### src/rtl/instr_decode_stage_if.sv
// Decode-stage bus: instruction/PC and writeback inputs, decoded fields and
// register reads as outputs. The decode stage connects through the slave modport.
interface instr_decode_stage_if;
  logic [31:0] instruction_i;
  logic [63:0] PC_i;
  logic [4:0]  Rd_prev;
  logic [63:0] RdWriteDataMux_o;
  logic        Reg2Loc;
  logic        RegWrite;
  logic        UncondBr;
  logic [63:0] BrAdder_o;
  logic [63:0] MOVmask_o;
  logic [63:0] Da;
  logic [63:0] Db;
  logic [63:0] ALU_Imm;
  logic [63:0] DT_Address;
  logic [31:0] instruction_o;

  modport master (
    output instruction_i, PC_i, Rd_prev, RdWriteDataMux_o, Reg2Loc, RegWrite, UncondBr,
    input  BrAdder_o, MOVmask_o, Da, Db, ALU_Imm, DT_Address, instruction_o
  );

  modport slave (
    input  instruction_i, PC_i, Rd_prev, RdWriteDataMux_o, Reg2Loc, RegWrite, UncondBr,
    output BrAdder_o, MOVmask_o, Da, Db, ALU_Imm, DT_Address, instruction_o
  );
endinterface

### src/rtl/instr_decode_stage.sv
// ARM64 instruction decode stage: field extraction, immediate extension,
// branch target adder, MOV keep-mask and a 32x64 register file (X31 = zero).

module add64 (
  input  logic [63:0] a,
  input  logic [63:0] b,
  output logic [63:0] sum
);
  assign sum = a + b;
endmodule

module mult_by_four64 (
  input  logic [63:0] value,
  output logic [63:0] product
);
  // Top two bits fall off; target arithmetic wraps modulo 2^64.
  assign product = value << 2;
endmodule

module mov_input_generator (
  input  logic [15:0] value_i,
  input  logic [15:0] mask_i,
  input  logic [1:0]  shamt,
  output logic [63:0] result
);
  localparam int unsigned FIELD_W = 16;

  logic [5:0]  pos;
  logic [63:0] hole;

  assign pos    = {shamt, 4'b0000};
  assign hole   = 64'(16'hFFFF) << pos;
  assign result = ~hole | (64'(value_i & mask_i) << pos);

  logic unused_field_w;
  assign unused_field_w = (FIELD_W == 16);
endmodule

module instr_decode_stage (
  input  logic                 clk,
  input  logic                 reset,
  instr_decode_stage_if.slave  bus
);
  localparam int unsigned XLEN  = 64;
  localparam int unsigned NREGS = 32;

  logic [XLEN-1:0] regs [NREGS];
  logic [31:0]     instr;
  logic [4:0]      rn;
  logic [4:0]      rd;
  logic [4:0]      rm;
  logic [4:0]      rb;
  logic [XLEN-1:0] br_off;
  logic [XLEN-1:0] br_off_x4;

  assign instr = bus.instruction_i;
  assign rn    = instr[9:5];
  assign rd    = instr[4:0];
  assign rm    = instr[20:16];
  assign rb    = bus.Reg2Loc ? rm : rd;

  assign bus.instruction_o = instr;
  assign bus.ALU_Imm       = XLEN'(instr[21:10]);
  assign bus.DT_Address    = {{55{instr[20]}}, instr[20:12]};

  // B uses a 26-bit word offset, B.cond/CBZ a 19-bit one.
  assign br_off = bus.UncondBr ? {{38{instr[25]}}, instr[25:0]}
                               : {{45{instr[23]}}, instr[23:5]};

  mult_by_four64 u_x4 (
    .value   (br_off),
    .product (br_off_x4)
  );

  add64 u_br_add (
    .a   (bus.PC_i),
    .b   (br_off_x4),
    .sum (bus.BrAdder_o)
  );

  mov_input_generator u_mov (
    .value_i (16'h0000),
    .mask_i  (16'hFFFF),
    .shamt   (instr[22:21]),
    .result  (bus.MOVmask_o)
  );

  // Register file: reset wins over a same-edge write; X31 is never written.
  always_ff @(posedge clk) begin
    if (reset) begin
      for (int i = 0; i < NREGS; i++) begin
        regs[i] <= '0;
      end
    end else if (bus.RegWrite && (bus.Rd_prev != 5'd31)) begin
      regs[bus.Rd_prev] <= bus.RdWriteDataMux_o;
    end
  end

  assign bus.Da = (rn == 5'd31) ? '0 : regs[rn];
  assign bus.Db = (rb == 5'd31) ? '0 : regs[rb];
endmodule

### src/flat_wrapper.sv
// flat-port wrapper written by rule: the top's interface ports become plain ports
module instr_decode_stage_flat 
  (clk, reset, bus_instruction_i, bus_PC_i, bus_Rd_prev, bus_RdWriteDataMux_o, bus_Reg2Loc, bus_RegWrite, bus_UncondBr, bus_BrAdder_o, bus_MOVmask_o, bus_Da, bus_Db, bus_ALU_Imm, bus_DT_Address, bus_instruction_o);
  instr_decode_stage_if bus_i ();
  input  logic clk;
  input  logic reset;
  input wire logic [$bits(bus_i.instruction_i)-1:0] bus_instruction_i;
  input wire logic [$bits(bus_i.PC_i)-1:0] bus_PC_i;
  input wire logic [$bits(bus_i.Rd_prev)-1:0] bus_Rd_prev;
  input wire logic [$bits(bus_i.RdWriteDataMux_o)-1:0] bus_RdWriteDataMux_o;
  input wire logic [$bits(bus_i.Reg2Loc)-1:0] bus_Reg2Loc;
  input wire logic [$bits(bus_i.RegWrite)-1:0] bus_RegWrite;
  input wire logic [$bits(bus_i.UncondBr)-1:0] bus_UncondBr;
  output wire logic [$bits(bus_i.BrAdder_o)-1:0] bus_BrAdder_o;
  output wire logic [$bits(bus_i.MOVmask_o)-1:0] bus_MOVmask_o;
  output wire logic [$bits(bus_i.Da)-1:0] bus_Da;
  output wire logic [$bits(bus_i.Db)-1:0] bus_Db;
  output wire logic [$bits(bus_i.ALU_Imm)-1:0] bus_ALU_Imm;
  output wire logic [$bits(bus_i.DT_Address)-1:0] bus_DT_Address;
  output wire logic [$bits(bus_i.instruction_o)-1:0] bus_instruction_o;
  assign bus_i.instruction_i = bus_instruction_i;
  assign bus_i.PC_i = bus_PC_i;
  assign bus_i.Rd_prev = bus_Rd_prev;
  assign bus_i.RdWriteDataMux_o = bus_RdWriteDataMux_o;
  assign bus_i.Reg2Loc = bus_Reg2Loc;
  assign bus_i.RegWrite = bus_RegWrite;
  assign bus_i.UncondBr = bus_UncondBr;
  assign bus_BrAdder_o = bus_i.BrAdder_o;
  assign bus_MOVmask_o = bus_i.MOVmask_o;
  assign bus_Da = bus_i.Da;
  assign bus_Db = bus_i.Db;
  assign bus_ALU_Imm = bus_i.ALU_Imm;
  assign bus_DT_Address = bus_i.DT_Address;
  assign bus_instruction_o = bus_i.instruction_o;
  instr_decode_stage u_core (.clk(clk), .reset(reset), .bus(bus_i));
endmodule
### config.mk
export PLATFORM = sky130hd
export DESIGN_NAME = instr_decode_stage_flat
export DESIGN_NICKNAME = d
export VERILOG_FILES = /design/src/rtl/instr_decode_stage_if.sv /design/src/rtl/instr_decode_stage.sv /design/src/flat_wrapper.sv
export SDC_FILE = /design/constraint.sdc
export NUM_CORES = 2
export LEC_CHECK = 0
export BUFFER_PORTS_ARGS = -buffer_cell sky130_fd_sc_hd__buf_4
export CAP_MARGIN = 25
export CORE_MARGIN = 2
export CORE_UTILIZATION = 35
export CTS_CLUSTER_DIAMETER = 120
export DETAILED_ROUTE_END_ITERATION = 12
export GPL_TIMING_DRIVEN = 0
export PLACE_DENSITY = 0.54
export SLEW_MARGIN = 10
export SYNTH_ARGS = -nofsm -noshare
export SYNTH_HDL_FRONTEND = slang
export SYNTH_SLANG_ARGS = --single-unit
export TNS_END_PERCENT = 20
### constraint.sdc
create_clock -name clk -period 13.2 [get_ports clk]
set_input_delay 1.32 -clock clk [delete_from_list [all_inputs] [get_ports clk]]
set_output_delay 1.32 -clock clk [all_outputs]
set_load 0.1 [all_outputs]
==> impl_metrics.py <==
metrics = {
    "timing": {
        "hold_viol_final": 0,
        "setup_viol": 0,
        "worst_pin_slew_ps": 1330,
        "finalMaxSlewViolations": 0,
        "slew-limit-headroom_pct": 11.3,
        "rsz0062_at_grt": "false",
        "fin_setup_tns_ps": 0,
        "period_needed_ps": 8500,
        "max_clock_freq_mhz": 118,
        "fin_crit_sh_pct": 64.4,
    },
    "cells_and_area": {
        "final-seq-area_sq_um": 61500,
        "areaGrowthSynthToFinish_pct": 19.0,
        "fill_cells": 31300,
        "reg_top3": "u_core.regs x2048",
        "final_nets": 11500,
        "regMostFlops": "u_core.regs",
        "drive_gt1_share_pct": 20.1,
        "final_area_sq_um": 138000,
        "finalNonFillerCells": 15900,
        "largest_reg_flops": 2048,
        "multi_input_area_sq_um": 49500,
    },
    "clock_tree": {
        "numCtsBuffers": 236,
        "cts_tree": "yes",
        "ctsHtreeMaxLevel": 4,
        "root_buffer": "clkbuf_16",
        "post_cts_buffers": 0,
        "cts_resized": 0,
        "cts.path.max_buffers": 4,
        "cts_sinks": 2048,
        "cts_hold_buf": 0,
        "path_clk_slew_ps": 60,
    },
    "routing": {
        "viasPerCell": 6.39,
        "wire_per_inst_um": 40.3,
        "wl_um": 642000,
        "firstDrtPassIters": 9,
        "vias": 102000,
        "antenna_left": 0,
        "drc": 0,
        "first_iter_violations": 20200,
    },
    "critical_path": {
        "crit_start": "bus_instruction_i[1]",
        "startpoint_type": "input pin",
        "crit_path_max_fanout": 17,
        "worst_ep_required_time_ps": 11880,
        "cp-end-kind": "primary output",
        "critPathCapture": "bus_Db[26]",
        "critical_path_class": "in -> out",
        "worst_ep_arrival_time_ps": 7180,
    },
    "floorplanning": {
        "die_area_sq_um": 336000,
        "rows": 211,
        "core_area_sq_um": 330000,
        "die-height_um": 580,
        "initial_core_util_pct": 35.1,
        "ios": 586,
        "die_w_um": 580,
    },
    "grt": {
        "antenna_found_initial": 70,
        "grt_usage_pct": 36.9,
        "grt-ovfl-total": 0,
        "grt_pass1_wl_um": 836000,
        "grt_max_degree": 62,
        "grt_pass1_vias": 94500,
    },
    "synthesis": {
        "synthTopCellsByArea": "edfxtp_1, mux4_2, and2_1",
        "synthCells": 10200,
        "yosysSeqAreaShare_pct": 53.0,
        "ys_warn_count": 0,
        "synth.cell_area_sq_um": 116000,
        "synth_top_area_share_pct": 53.0,
        "synth.distinct_cells": 73,
        "synth-async-reset-ratio_pct": 0,
        "synth_top_flop_cell": "edfxtp_1",
        "synth-seq-cells": 2048,
        "synth.avg_cell_area_sq_um": 11.4,
        "synth_edf_count": 2048,
        "synth_top_cell_by_area": "edfxtp_1",
    },
    "placed_design": {
        "hpwl_um": 475000,
        "placed_area_sq_um": 130000,
        "place_congestion": 1.00,
        "dp_cells": 15400,
        "portBuffers": 519,
    },
    "worst_hold_path": {
        "hold_path_class": "in -> reg",
        "hold_depth": 2,
    },
    "pwr": {
        "p_per_area_nw_per_um2": 138,
        "vdd_drop_max_mv": 0.146,
        "p_leak_nw": 51.3,
    },
    "flow_run": {
        "maxCapViolations": 0,
    },
    "status": {
        "status": "completed",
    },
}
## worst max-delay path, cell delays in order
cell      delay (ps)
buf_4            150
clkbuf_1         410
mux2_2           240
buf_2            730
buf_4            490
buf_2            530
buf_2            560
buf_2            800
nand2_1          140
nand3_1          110
a21oi_1           90
o41ai_1         1060
buf_4            460
## final cells by class
cell class | instances | area share [%]
Antenna cell | 88 | 0.159
Buffer | 1221 | 4.17
Clock buffer | 287 | 4.43
Clock inverter | 131 | 0.758
Inverter | 26 | 0.0707
Multi-Input combinational cell | 6971 | 35.9
Sequential cell | 2048 | 44.5
Tap cell | 4366 | 3.96
Timing Repair Buffer | 790 | 6.07
## cells in the final DEF, fill, tap and decap left out, types with 136 or more instances in the layout
cell type and count:
mux4_2 644, nor2_1 136, clkbuf_1 736, nand3_1 607
edfxtp_1 2048, a21oi_1 204, buf_2 181, a31oi_1 180
nand2_1 2062, and2_1 1989, and3_1 159, clkbuf_16 237
buf_4 751
## per-stage QoR
step | power (mW) | utilization, % | worst slack, ps | hold slack [ps]
2_1_floorplan | 10.6 | - | 5090 | 1520
3_3_place_gp | 12.4 | 38.1 | 3550 | 1640
3_5_place_dp | 12.5 | 39.4 | 5340 | 1640
4_1_cts | 18.8 | 41.6 | 5350 | 670
5_1_grt | 19.3 | 41.8 | 5050 | 713
6_report | 19.1 | 41.8 | 4700 | 695
## logic make-up (layout without fill, tap and decap cells)
logic type	after synthesis	in the layout	synth area share, %
XOR/XNOR	54	54	0.408
buffers and inverters	1247	2455	4.92
AND/OR/NAND/NOR	5092	5092	22.0
AO/OA/AOI/OAI	872	872	5.31
adder cells (fa/ha/maj)	62	62	0.675
other	1	204	0.00323
multiplexers	775	775	13.6
flip-flops	2048	2048	53.0
## worst min path at each step
stage	from	endpoint	slack, ps
after detailed placement	bus_RdWriteDataMux_o[8]	u_core.regs[2][8]	1640
after CTS	bus_RdWriteDataMux_o[22]	u_core.regs[2][22]	670
after global placement	bus_RdWriteDataMux_o[8]	u_core.regs[2][8]	1640
after floorplan	bus_RdWriteDataMux_o[63]	u_core.regs[0][63]	1520
after global routing	bus_RdWriteDataMux_o[52]	u_core.regs[2][52]	710
final	bus_RdWriteDataMux_o[52]	u_core.regs[2][52]	690
## per-layer routing
layer  GRT usage [%]  wire [um]  up-vias
met4            28.0      56600       44
met3            14.9     102000     2240
met5           0.397        618        -
li1                -          -    38800
met2            50.8     258000    10100
met1            46.2     225000    50700
## report_power, final
group | switching, mW | total, mW | internal [mW]
clock network | 2.90 | 6.45 | 3.56
registers | 0.197 | 7.71 | 7.52
logic | 3.69 | 4.93 | 1.24
## cells in the mapped netlist (5+ instances only)
library cell / count
buf_1: 74
o21ai_0: 59
nand4_1: 42
mux2i_1: 110
or3_1: 5
nor2b_1: 7
buf_4: 226
nand3_1: 607
nand2_1: 2063
inv_1: 26
or2_2: 32
and3_1: 159
a31oi_1: 181
mux2_2: 21
and2_1: 1989
buf_2: 145
o41ai_1: 23
xnor2_1: 36
o21a_1: 10
mux4_2: 644
edfxtp_1: 2048
ha_1: 61
a32oi_1: 39
o31ai_1: 7
o21bai_1: 8
a21o_1: 22
a211o_1: 25
o211ai_1: 14
xor2_1: 18
a211oi_1: 35
nand2b_1: 11
a2111oi_0: 39
nor2_1: 139
nor4_1: 5
clkbuf_1: 774
a21oi_1: 204
a311oi_1: 126
nor3_1: 18
a41o_1: 39
Power figures use the tool's default switching activity.
